File: src/rtl/core_pkg.sv
// Core-wide shared types and constants used by the ROB allocator.
package CORE_PKG;

  // Total reorder-buffer entries and the width of a ROB index.
  localparam int unsigned NUM_ROB_ENTS   = 64;
  localparam int unsigned ROB_TAG_BITS   = $clog2(NUM_ROB_ENTS);

  // Width of the optional dispatch stall counter.
  localparam int unsigned STALL_CNT_BITS = 32;

  // Payload written into a ROB bank for each dispatched instruction.
  typedef struct packed {
    logic [31:0] pc;
    logic [4:0]  rd;
    logic        exc;
  } ROB_Entry;

  // Allocator control states.
  typedef enum logic [1:0] {
    ROB_RUN,
    ROB_FULL,
    ROB_FLUSH
  } rob_state_e;

endpackage

File: src/rtl/rob_bank_rotate.sv
// Lane-to-bank barrel rotation: lane i lands in bank (rot + i) mod DISPATCH_WIDTH.
module rob_bank_rotate
  import CORE_PKG::*;
#(
  parameter int unsigned DISPATCH_WIDTH = 2
) (
  input  logic [$clog2(DISPATCH_WIDTH)-1:0] rot_i,
  input  logic [DISPATCH_WIDTH-1:0]         lane_en_i,
  input  ROB_Entry [DISPATCH_WIDTH-1:0]     lane_data_i,
  output logic [DISPATCH_WIDTH-1:0]         bank_en_o,
  output ROB_Entry [DISPATCH_WIDTH-1:0]     bank_data_o
);

  localparam int unsigned ROT_W = $clog2(DISPATCH_WIDTH);

  logic [DISPATCH_WIDTH-1:0][ROT_W-1:0] src_idx;

  // Bank b is fed by lane (b - rot) mod DISPATCH_WIDTH; power-of-two width wraps for free.
  always_comb begin
    for (int unsigned b = 0; b < DISPATCH_WIDTH; b++) begin
      src_idx[b]     = ROT_W'(b) - rot_i;
      bank_en_o[b]   = lane_en_i[src_idx[b]];
      bank_data_o[b] = lane_data_i[src_idx[b]];
    end
  end

endmodule

File: src/rtl/rob_alloc.sv
// ROB allocator: all-or-nothing group dispatch, tag assignment, bank routing,
// occupancy tracking with retire and flush.
// Optional feature: define ROB_ALLOC_STATS_EN to add the stall_cycles counter.
module rob_alloc
  import CORE_PKG::*;
#(
  parameter int unsigned DISPATCH_WIDTH = 2,
  parameter int unsigned NUM_ROB_ENTS   = CORE_PKG::NUM_ROB_ENTS
) (
  input  logic                                          clk,
  input  logic                                          rst,
  input  logic [DISPATCH_WIDTH-1:0]                     disp_valid,
  input  ROB_Entry [DISPATCH_WIDTH-1:0]                 disp_entry,
  output logic                                          disp_ready,
  output logic [DISPATCH_WIDTH-1:0][ROB_TAG_BITS-1:0]   disp_tag,
  output logic [DISPATCH_WIDTH-1:0]                     bank_w_en,
  output ROB_Entry [DISPATCH_WIDTH-1:0]                 bank_data,
  input  logic [$clog2(DISPATCH_WIDTH):0]               retire_cnt,
  input  logic                                          flush,
  output logic                                          rob_full,
  output logic                                          rob_empty
`ifdef ROB_ALLOC_STATS_EN
  ,
  output logic [STALL_CNT_BITS-1:0]                     stall_cycles
`endif
);

  localparam int unsigned CNT_W = $clog2(DISPATCH_WIDTH) + 1;
  localparam int unsigned ROT_W = $clog2(DISPATCH_WIDTH);
  localparam int unsigned OCC_W = $clog2(NUM_ROB_ENTS + 1);
  localparam int unsigned TAG_W = ROB_TAG_BITS;
  // Headroom for tail + offset before the modulo fold.
  localparam int unsigned EW    = TAG_W + 2;

  rob_state_e              state_q, state_d;
  logic [TAG_W-1:0]        tail_q, tail_d;
  logic [OCC_W-1:0]        occ_q, occ_d;

  logic [CNT_W-1:0]        n;
  logic [CNT_W-1:0]        acc_n;
  logic [CNT_W-1:0]        ret_lim;
  logic [OCC_W-1:0]        ret_eff;
  logic [OCC_W-1:0]        free;
  logic [TAG_W-1:0]        head;
  logic [DISPATCH_WIDTH-1:0] lane_en;

  // Fold a sum in [0, 2*NUM_ROB_ENTS) back into the index range.
  function automatic logic [TAG_W-1:0] wrap_idx(input logic [EW-1:0] s);
    logic [EW-1:0] r;
    r = s;
    if (r >= EW'(NUM_ROB_ENTS)) r = r - EW'(NUM_ROB_ENTS);
    return TAG_W'(r);
  endfunction

  // Count valid lanes contiguous from lane 0; the first gap ends the group.
  always_comb begin
    logic stop;
    n    = '0;
    stop = 1'b0;
    for (int unsigned i = 0; i < DISPATCH_WIDTH; i++) begin
      if (!stop && disp_valid[i]) n = n + CNT_W'(1);
      else                        stop = 1'b1;
    end
  end

  assign free = OCC_W'(NUM_ROB_ENTS) - occ_q;

  // Readiness looks at registered occupancy only; same-cycle retire does not help,
  // and a flush in the same cycle cancels the group.
  assign disp_ready = rst && (state_q == ROB_RUN) && !flush && (free >= OCC_W'(n));
  assign acc_n      = disp_ready ? n : '0;

  // Per-lane tags and accepted-lane enables.
  always_comb begin
    for (int unsigned i = 0; i < DISPATCH_WIDTH; i++) begin
      disp_tag[i] = wrap_idx(EW'(tail_q) + EW'(i));
      lane_en[i]  = disp_ready && (CNT_W'(i) < n);
    end
  end

  // NUM_ROB_ENTS is a multiple of the power-of-two bank count, so the bank of
  // (tail + i) mod NUM_ROB_ENTS is just the low bits of tail plus i.
  rob_bank_rotate #(
    .DISPATCH_WIDTH (DISPATCH_WIDTH)
  ) u_rotate (
    .rot_i       (tail_q[ROT_W-1:0]),
    .lane_en_i   (lane_en),
    .lane_data_i (disp_entry),
    .bank_en_o   (bank_w_en),
    .bank_data_o (bank_data)
  );

  assign ret_lim = (retire_cnt > CNT_W'(DISPATCH_WIDTH)) ? CNT_W'(DISPATCH_WIDTH) : retire_cnt;
  assign ret_eff = (OCC_W'(ret_lim) > occ_q) ? occ_q : OCC_W'(ret_lim);
  assign head    = wrap_idx(EW'(tail_q) + EW'(NUM_ROB_ENTS) - EW'(occ_q));

  // Next occupancy, tail and control state.
  always_comb begin
    occ_d   = occ_q;
    tail_d  = tail_q;
    state_d = state_q;
    if (flush) begin
      occ_d   = '0;
      tail_d  = head;
      state_d = ROB_FLUSH;
    end else begin
      occ_d  = occ_q + OCC_W'(acc_n) - ret_eff;
      tail_d = wrap_idx(EW'(tail_q) + EW'(acc_n));
      unique case (state_q)
        ROB_RUN:   if (occ_d == OCC_W'(NUM_ROB_ENTS)) state_d = ROB_FULL;
        ROB_FULL:  if (occ_d != OCC_W'(NUM_ROB_ENTS)) state_d = ROB_RUN;
        ROB_FLUSH: state_d = ROB_RUN;
        default:   state_d = ROB_RUN;
      endcase
    end
  end

  // State, tail and occupancy registers.
  always_ff @(posedge clk or negedge rst) begin
    if (!rst) begin
      state_q <= ROB_RUN;
      tail_q  <= '0;
      occ_q   <= '0;
    end else begin
      state_q <= state_d;
      tail_q  <= tail_d;
      occ_q   <= occ_d;
    end
  end

  assign rob_full  = (occ_q == OCC_W'(NUM_ROB_ENTS));
  assign rob_empty = (occ_q == '0);

`ifdef ROB_ALLOC_STATS_EN
  logic [STALL_CNT_BITS-1:0] stall_q, stall_d;

  // Count cycles where lane 0 wants to dispatch but the group is refused; saturate.
  always_comb begin
    stall_d = stall_q;
    if (disp_valid[0] && !disp_ready && (stall_q != '1)) stall_d = stall_q + 1'b1;
  end

  // Stall counter register.
  always_ff @(posedge clk or negedge rst) begin
    if (!rst) stall_q <= '0;
    else      stall_q <= stall_d;
  end

  assign stall_cycles = stall_q;
`endif

endmodule

File: config.mk
export PLATFORM = sky130hd
export DESIGN_NAME = rob_alloc
export DESIGN_NICKNAME = d
export VERILOG_FILES = /design/src/rtl/core_pkg.sv /design/src/rtl/rob_bank_rotate.sv /design/src/rtl/rob_alloc.sv
export SDC_FILE = /design/constraint.sdc
export NUM_CORES = 1
export LEC_CHECK = 0
export BUFFER_PORTS_ARGS = -buffer_cell sky130_fd_sc_hd__buf_2
export CORE_UTILIZATION = 40
export CTS_BUF_LIST = sky130_fd_sc_hd__clkbuf_8
export DETAILED_ROUTE_END_ITERATION = 16
export GPL_ROUTABILITY_DRIVEN = 1
export PLACE_DENSITY = 0.79
export SLEW_MARGIN = 20
export SYNTH_ARGS = -nofsm -noshare
export SYNTH_HDL_FRONTEND = slang
export SYNTH_SLANG_ARGS = --single-unit
File: constraint.sdc
create_clock -name clk -period 5.8 [get_ports clk]
set_clock_uncertainty 0.05 [all_clocks]
set_input_delay 0.87 -clock clk [delete_from_list [all_inputs] [get_ports clk]]
set_output_delay 0.87 -clock clk [all_outputs]
set_load 0.01 [all_outputs]
==> impl_results.md, run 1 <==
* Area after DPL at 3390 um^2
* Crit-path max cell delay at 0.54 ns
* Clock sink total at 15
* Final Hold Fails at 0
* CTS Hold Buffers Added at 0
* Post-synthesis register bit count at 15
* Hold depth at 1
* Synth Net Count at 376
* Max-cap violations at 0
* Final setup viols at 0
* R2R Setup Slk at 1.46 ns
* Fill cells at 555
* Initial antenna violation count at 2
* Cell internal pwr at 0.867 mW
* Die Wd at 80.6 um
* Data arrival, critical path at between 4 and 5 ns
* Worst-skew pair later-pin latency at 0.25 ns
* Clock-pin slew on the worst setup and hold paths at 0.06 ns
* Slowest cell on crit path: fa_1
* DR DRC count at 0
* Layout cell share with drive strength beyond 1 at about three fifths
* Post-cts sizing count at 0
* Multi-input logic area at 1960 um^2
* FF/Latch Area at ~380 um^2
* Hold endpoint: tail_q[5]$_DFF_PN0_
* Yosys warning total at 0
* Fin. max-slew vios at 0
* WP buf/inv at 2
* Syn_area_per_cell at 9.26 um^2
* Worst path most repeated cell: fa_1
* Total die area at 6500 um^2
* Die Height at between 80 and 90 um
* CP Launch Type: input port
* Setup TNS at 0 ns
* Peak VDD IR at 313 uV
* Clk Tree Root Cell: clkbuf_8
* Worst setup margin at 1.40 ns
* Row count at 28
* Max Root-Sink Buffers at 2
* Crit Path Category: in2reg
* Logic pwr share at 79.6%
* R2R depth at 15
* Critical Path RT at 5.89 ns
* Leak Pwr at 1.76 nW
* Top_reg_cell synth: dfrtp_1
* Sequential fraction of the synthesis area at 15.2%
* Post-synth EDFFs at 0
* Delay-heaviest family, CP: adder cells
* Layout Nets at ~540
* H-tree depth at 1
* Core Region at a little under 6000 um^2
* TritonCTS clock tree: built
* Gpl congestion at 0.874
* Final ANT Viol Nets at 0
* Grt total ovfl at 0
* Flop pwr share at 15.4%
* Critical-path cell list: buf_2, nor2b_1, ha_1, o21ai_0, o2111ai_2, a211oi_2, and4b_1, fa_1, inv_1, fa_1, nand2b_1, a211oi_1, mux2i_1, nor2_1, and4_1
* R2r endpoint: state_q[0]$_DFFE_PN0P_
* Slew @ Worst Pin at about 0.7 ns
* P per Cell Area at 490 nW/um^2
* Largest net degree at the start of global routing at 47
* Layout area overhead at 38.9%
* Relative slew slack at 53.3%
* Crit Path Max Fanout at 7
* DP HPWL at 6.92 mm
* Cell taking the most area after synthesis: mux2_2
* First-pass GRT wire length at 11.6 mm
* Via count at 2571
* Post-Route WL at around 8.0 mm
* Ys async rst share at 100%
* Post-CTS Setup Inserts at 0
* GRT Total Usage at 23.8%
* Setup WS pre-CTS at about 1.2 ns
* Cells after Synth at 267
* Period utilisation layout at 75.8%
* DRT Pass-1 Iters at 4
* Post-Layout Inst Area at around 3400 um^2
* CP endpoint kind: flip-flop
* Area contributors post-synth: mux2_2 (35%), dfrtp_1 (15%), ha_1 (11%), xor2_1 (3.5%), fa_1 (3.2%)
* Post-synth top area share at 34.6%
* HP Class: reg2reg
* Unique cell type count in the Yosys netlist at 43
* Net switching power at 0.816 mW
* Wirelength per Cell at about 16 um
* Io pins at ~180
* Crit Reg-Reg Startpoint: occ_q[1]$_DFF_PN0_
* Starting Density at 41.5%
* Synth Cell Area at 2470 um^2
* Final hold slack at 0.467 ns
* Tmin final at 4.40 ns
* Hold_sp: tail_q[5]$_DFF_PN0_
* Starting DRT DRC Count at 73
* Via density at between 5 and 6
* PortBufs at 175
* RSZ-0062 raised after global routing: no
* Vias in the first global route at 2314
* Status: completed
* Total CTS buffers at 3
* Sw frac at 48.5%
* Clock share of power at 5.0%
* Highest Clock Rate at 0.227 GHz
## per-stage QoR
step                      power [mW]  util, %  std cells
after floorplan                 1.21        -        267
after global placement          1.57     56.8        502
after detailed placement        1.60     56.8        502
after CTS                       1.69     57.6        506
after global routing            1.85     57.7        508
final                           1.68     57.7        508
## worst max-delay path by stage
stage	from	to	slack, ns	cells after the start
global route	disp_valid[1]	state_q[0]$_DFFE_PN0P_	1.11	15
finish	disp_valid[0]	state_q[0]$_DFFE_PN0P_	1.40	15
floorplan	disp_valid[0]	state_q[0]$_DFFE_PN0P_	1.62	14
CTS	disp_valid[0]	state_q[0]$_DFFE_PN0P_	1.42	15
detailed placement	disp_valid[0]	state_q[0]$_DFFE_PN0P_	1.17	15
global placement	disp_valid[0]	state_q[0]$_DFFE_PN0P_	1.36	15
## cell families (layout without fill, tap and decap cells)
family / count (synthesis) / in the layout / synth area share [%]
muxes: 80 / 80 / 36.2
and+or+nand+nor: 67 / 67 / 14.9
buffers and inverters: 35 / 199 / 5.56
adders and majority gates: 26 / 26 / 14.4
AOI/OAI and AO/OA: 26 / 26 / 7.44
xor gates and xnor gates: 18 / 18 / 6.37
DFF: 15 / 15 / 15.2
other: 0 / 2 / 0
## area by class of cell
cell class / instances / share of cell area [%]
repair buffers: 176 / 25.7
clock buffers: 3 / 1.20
flip-flops and latches: 15 / 11.0
multi-input cells: 217 / 57.1
diodes: 2 / 0.146
well taps: 75 / 2.73
inverters: 19 / 2.08
clock inverters: 1 / 0.109
## flip-flops by register name (all words and copies together), names as in the netlist
signal,cells
occ_q,7
tail_q,6
state_q,2
## power by group through the flow
stage | Clock (mW) | Combinational (mW) | Sequential (mW)
after floorplan | 0 | 1.01 | 0.202
after global placement | 0 | 1.32 | 0.257
after detailed placement | 0 | 1.34 | 0.262
after CTS | 0.0844 | 1.35 | 0.260
after global routing | 0.0908 | 1.48 | 0.273
final | 0.0843 | 1.34 | 0.259
## placed cells by master, fill, tap and decap left out, drive strengths merged, types with 2 or more instances in the layout
cell type and instances:
a211oi 3, a21o 2, a21oi 6, a41oi 2, and2 4, and3 2, and4 2, buf 176
clkbuf 3, dfrtp 15, diode 2, fa 4, ha 22, inv 20, mux2 76, mux2i 4
nand2 13, nand2b 6, nand3 4, nor2 18, nor2b 4, nor3 6, nor4b 2, o2111ai 2
o21ai 6, xnor2 8, xor2 10
## worst register-to-register path, cell delays in order, from the launching register on
cell and delay, ns:
dfrtp_1 0.49, inv_1 0.13, ha_1 0.32, ha_1 0.26, o21ai_0 0.11, o2111ai_2 0.16
a211oi_2 0.37, and4b_1 0.28, fa_1 0.54, inv_1 0.06, fa_1 0.44, nand2b_1 0.18
a211oi_1 0.30, mux2i_1 0.28, nor2_1 0.06, and4_1 0.19
## routing by layer
layer	vias up	share of wire [%]	track usage, %
li1	1284	-	-
met1	1192	43	29.8
met2	89	51	41.9
met3	6	4.6	3.86
met4	0	1.5	5.54
met5	-	0	0
## Yosys cell counts, types with 3 or more instances
cell type and n:
a21oi_1 6, and2_1 4, clkbuf_1 13, dfrtp_1 15, fa_1 4, ha_1 22
inv_1 19, mux2_2 76, mux2i_1 4, nand2_1 13, nand2b_1 6, nand3_1 4
nor2_1 18, nor2b_1 3, nor3_1 5, o21ai_0 6, xnor2_1 8, xor2_1 10
Note: power is estimated with default switching activity, not from simulation.
==> run 2: changes to the inputs <==
--- a/config.mk
+++ b/config.mk
@@ -6,11 +6,11 @@
 export NUM_CORES = 1
 export LEC_CHECK = 0
 export BUFFER_PORTS_ARGS = -buffer_cell sky130_fd_sc_hd__buf_2
-export CORE_UTILIZATION = 40
+export CORE_UTILIZATION = 39
 export CTS_BUF_LIST = sky130_fd_sc_hd__clkbuf_8
 export DETAILED_ROUTE_END_ITERATION = 16
 export GPL_ROUTABILITY_DRIVEN = 1
-export PLACE_DENSITY = 0.79
+export PLACE_DENSITY = 0.8
 export SLEW_MARGIN = 20
 export SYNTH_ARGS = -nofsm -noshare
 export SYNTH_HDL_FRONTEND = slang
==> constraint.sdc (replaced) <==
create_clock -name clk -period 3.9 [get_ports clk]
set_clock_uncertainty 0.05 [all_clocks]
set_input_delay 0.585 -clock clk [delete_from_list [all_inputs] [get_ports clk]]
set_output_delay 0.585 -clock clk [all_outputs]
set_load 0.01 [all_outputs]
==> run 2 against run 1 <==
Global-route usage increased by 3.0 points. Critical path type is now reg2reg. Critical endpoint unchanged. Sequential power increased by 24%. Combinational power increased by 72%.
==> impl_results.md, run 2 (synthesis gave the netlist of run 1 again) <==
* Crit-path max cell delay at 0.38 ns (was 0.54 ns)
* Crit Path Max Fanout at 2 (was 7)
* Max Root-Sink Buffers at 2 (unchanged)
* First-pass GRT wire length at 13.1 mm (was 11.6 mm)
* Post-Layout Inst Area at 3610 um^2 (was 3440 um^2)
* Data arrival, critical path at 3.91 ns (was 4.48 ns)
* Clock sink total at 15 (unchanged)
* DP HPWL at 7.82 mm (was 6.92 mm)
* Leading registers by flop count: occ_q (7), tail_q (6), state_q (2) (unchanged)
* Post-Place Cells at 516 (was 502)
* CP endpoint kind: flip-flop (unchanged)
* Post-Route WL at 9.31 mm (was 8.03 mm)
* Row count at 28 (unchanged)
* Layout cell share with drive strength beyond 1 at 65.5% (was 60.6%)
* Most frequent cells in the layout: buf_2 (175), mux2_2 (76), ha_1 (19) (was buf_2 (175), mux2_2 (76), ha_1 (22))
* Highest Clock Rate at 0.262 GHz
* Relative slew slack at 65.7% (was 53.3%)
* Starting DRT DRC Count at 186 (was 73)
* Total CTS buffers at 3 (unchanged)
* Commonest non-fill, non-tap cell in the layout: buf_2 (unchanged)
* Layout Nets at 556 (was 541)
* Io pins at 176 (unchanged)
* Setup WS pre-CTS at -0.213 ns (was 1.17 ns)
* Area after DPL at 3500 um^2 (was 3390 um^2)
* Period utilisation layout at between 90% and 100%
* Final hold slack at 0.121 ns (was 0.467 ns)
* DRT Pass-1 Iters at 4 (unchanged)
* PortBufs at 175 (unchanged)
* Die Wd at 81.6 um (was 80.6 um)
* Crit Path Category: reg2reg (was in2reg)
* Critical-path cell list: inv_2, buf_4, ha_1, nor2b_1, o2111ai_1, a41oi_1, buf_4, o21ai_0, ha_1, inv_1, ha_2, inv_2, fa_2, nand2b_4, a211oi_2, mux2i_1, nor2_1, and4_1 (was buf_2, nor2b_1, ha_1, o21ai_0, o2111ai_2, a211oi_2, and4b_1, fa_1, inv_1, fa_1, nand2b_1, a211oi_1, mux2i_1, nor2_1, and4_1)
* Clk Tree Root Cell: clkbuf_8 (unchanged)
* GRT Total Usage at 26.8% (was 23.8%)
* Final Hold Fails at 0 (unchanged)
* Wirelength per Cell at 17.8 um (was 15.8 um)
* Grt total ovfl at 0 (unchanged)
* Setup TNS at 0 ns (unchanged)
* HP Class: in2async (was reg2reg)
* Gpl congestion at 0.921 (was 0.874)
* Peak VDD IR at 390 uV (was 313 uV)
* Largest net degree at the start of global routing at 45 (was 47)
* Initial antenna violation count at 1 (was 2)
* Worst setup margin at 0.0852 ns (was 1.40 ns)
* Fin. max-slew vios at 0 (unchanged)
* Crit Reg-Reg Startpoint: occ_q[1]$_DFF_PN0_ (unchanged)
* Largest register FFs at 7 (unchanged)
* Via density at 5.25 (was 5.06)
* CP Launch Point: occ_q[1]$_DFF_PN0_ (was disp_valid[0])
* Total die area at 6670 um^2 (was 6500 um^2)
* Max-cap violations at 0 (unchanged)
* Tmin final at 3.81 ns
* CP Launch Type: flip-flop (was input port)
* Leak Pwr at 1.84 nW (was 1.76 nW)
* Final ANT Viol Nets at 0 (unchanged)
* Vias in the first global route at 2518 (was 2314)
* DR DRC count at 0 (unchanged)
* Largest register by flop count: occ_q (unchanged)
* Starting Density at 41.1% (was 41.5%)
* Clock-pin slew on the worst setup and hold paths at 0.07 ns (was 0.06 ns)
* TritonCTS clock tree: built (unchanged)
* Die Height at 81.6 um (was 80.6 um)
* Final setup viols at 0 (unchanged)
* Critical Path RT at 4.00 ns (was 5.89 ns)
* Slew @ Worst Pin at 0.514 ns (was 0.701 ns)
* Worst-skew pair later-pin latency at 0.26 ns (was 0.25 ns)
* Final std cells w/o fill at 522 (was 508)
* Layout area overhead at 46.1% (was 38.9%)
* Slowest cell on crit path: fa_2 (was fa_1)
* P per Cell Area at 764 nW/um^2 (was 490 nW/um^2)
* Core Region at 6030 um^2 (was 5960 um^2)
* Core Util, Final at 60.0% (was 57.7%)
* Via count at 2740 (was 2571)
* Tot Pwr at 2.76 mW (was 1.68 mW)
* Status: completed (unchanged)
* H-tree depth at 1 (unchanged)
[run 2: layout make-up]
class	count	area, um^2
Sequential cell	15	378
Antenna cell	1	2.50
Inverter	19	71.3
Fill cell	543	2410
Multi-Input combinational cell	217	2030
Tap cell	75	93.8
Clock inverter	1	3.75
Clock buffer	3	41.3
Timing Repair Buffer	191	996
[run 2: report_power, final]
part | total [mW] | internal (mW) | switching (mW)
sequential | 0.321 | 0.223 | 0.0984
combinational | 2.31 | 1.13 | 1.17
clock | 0.134 | 0.0701 | 0.0640
total | 2.76 | 1.43 | 1.34
[run 2: worst paths after layout]
kind	endpoint	slack, ns	cells past startpoint
worst max-delay path	state_q[0]$_DFFE_PN0P_	0.09	18
worst min-delay path	state_q[1]$_DFFE_PN0P_	0.12	1
worst max register to register	state_q[0]$_DFFE_PN0P_	0.09	18
worst min register to register	tail_q[5]$_DFF_PN0_	0.46	1
max in group asynchronous	tail_q[0]$_DFF_PN0_	3.24	2
min in group clk	tail_q[5]$_DFF_PN0_	0.46	1
[run 2: metal layers]
layer	GRT usage, %	wire, um	up-vias
li1	-	-	1323
met1	33.6	3940	1307
met2	48.1	4870	101
met3	3.78	407	9
met4	5.96	88	0
met5	0	0	-
[run 2: what timing repair did]
action,in CTS,in global routing
gates resized for setup,2,14
hold buffers,0,0
buffers inserted,1,2
pin swaps,1,9
endpoints found under the setup margin,1,3
[run 2: critical path: cells and delay by family, from the launching register on]
family                   cells  cell delay, ns
adder cells (fa/ha/maj)      4            1.12
flip-flops                   1            0.37
buffers and inverters        5            0.48
AO/OA/AOI/OAI                4            0.83
AND/OR/NAND/NOR              4            0.56
multiplexers                 1            0.27
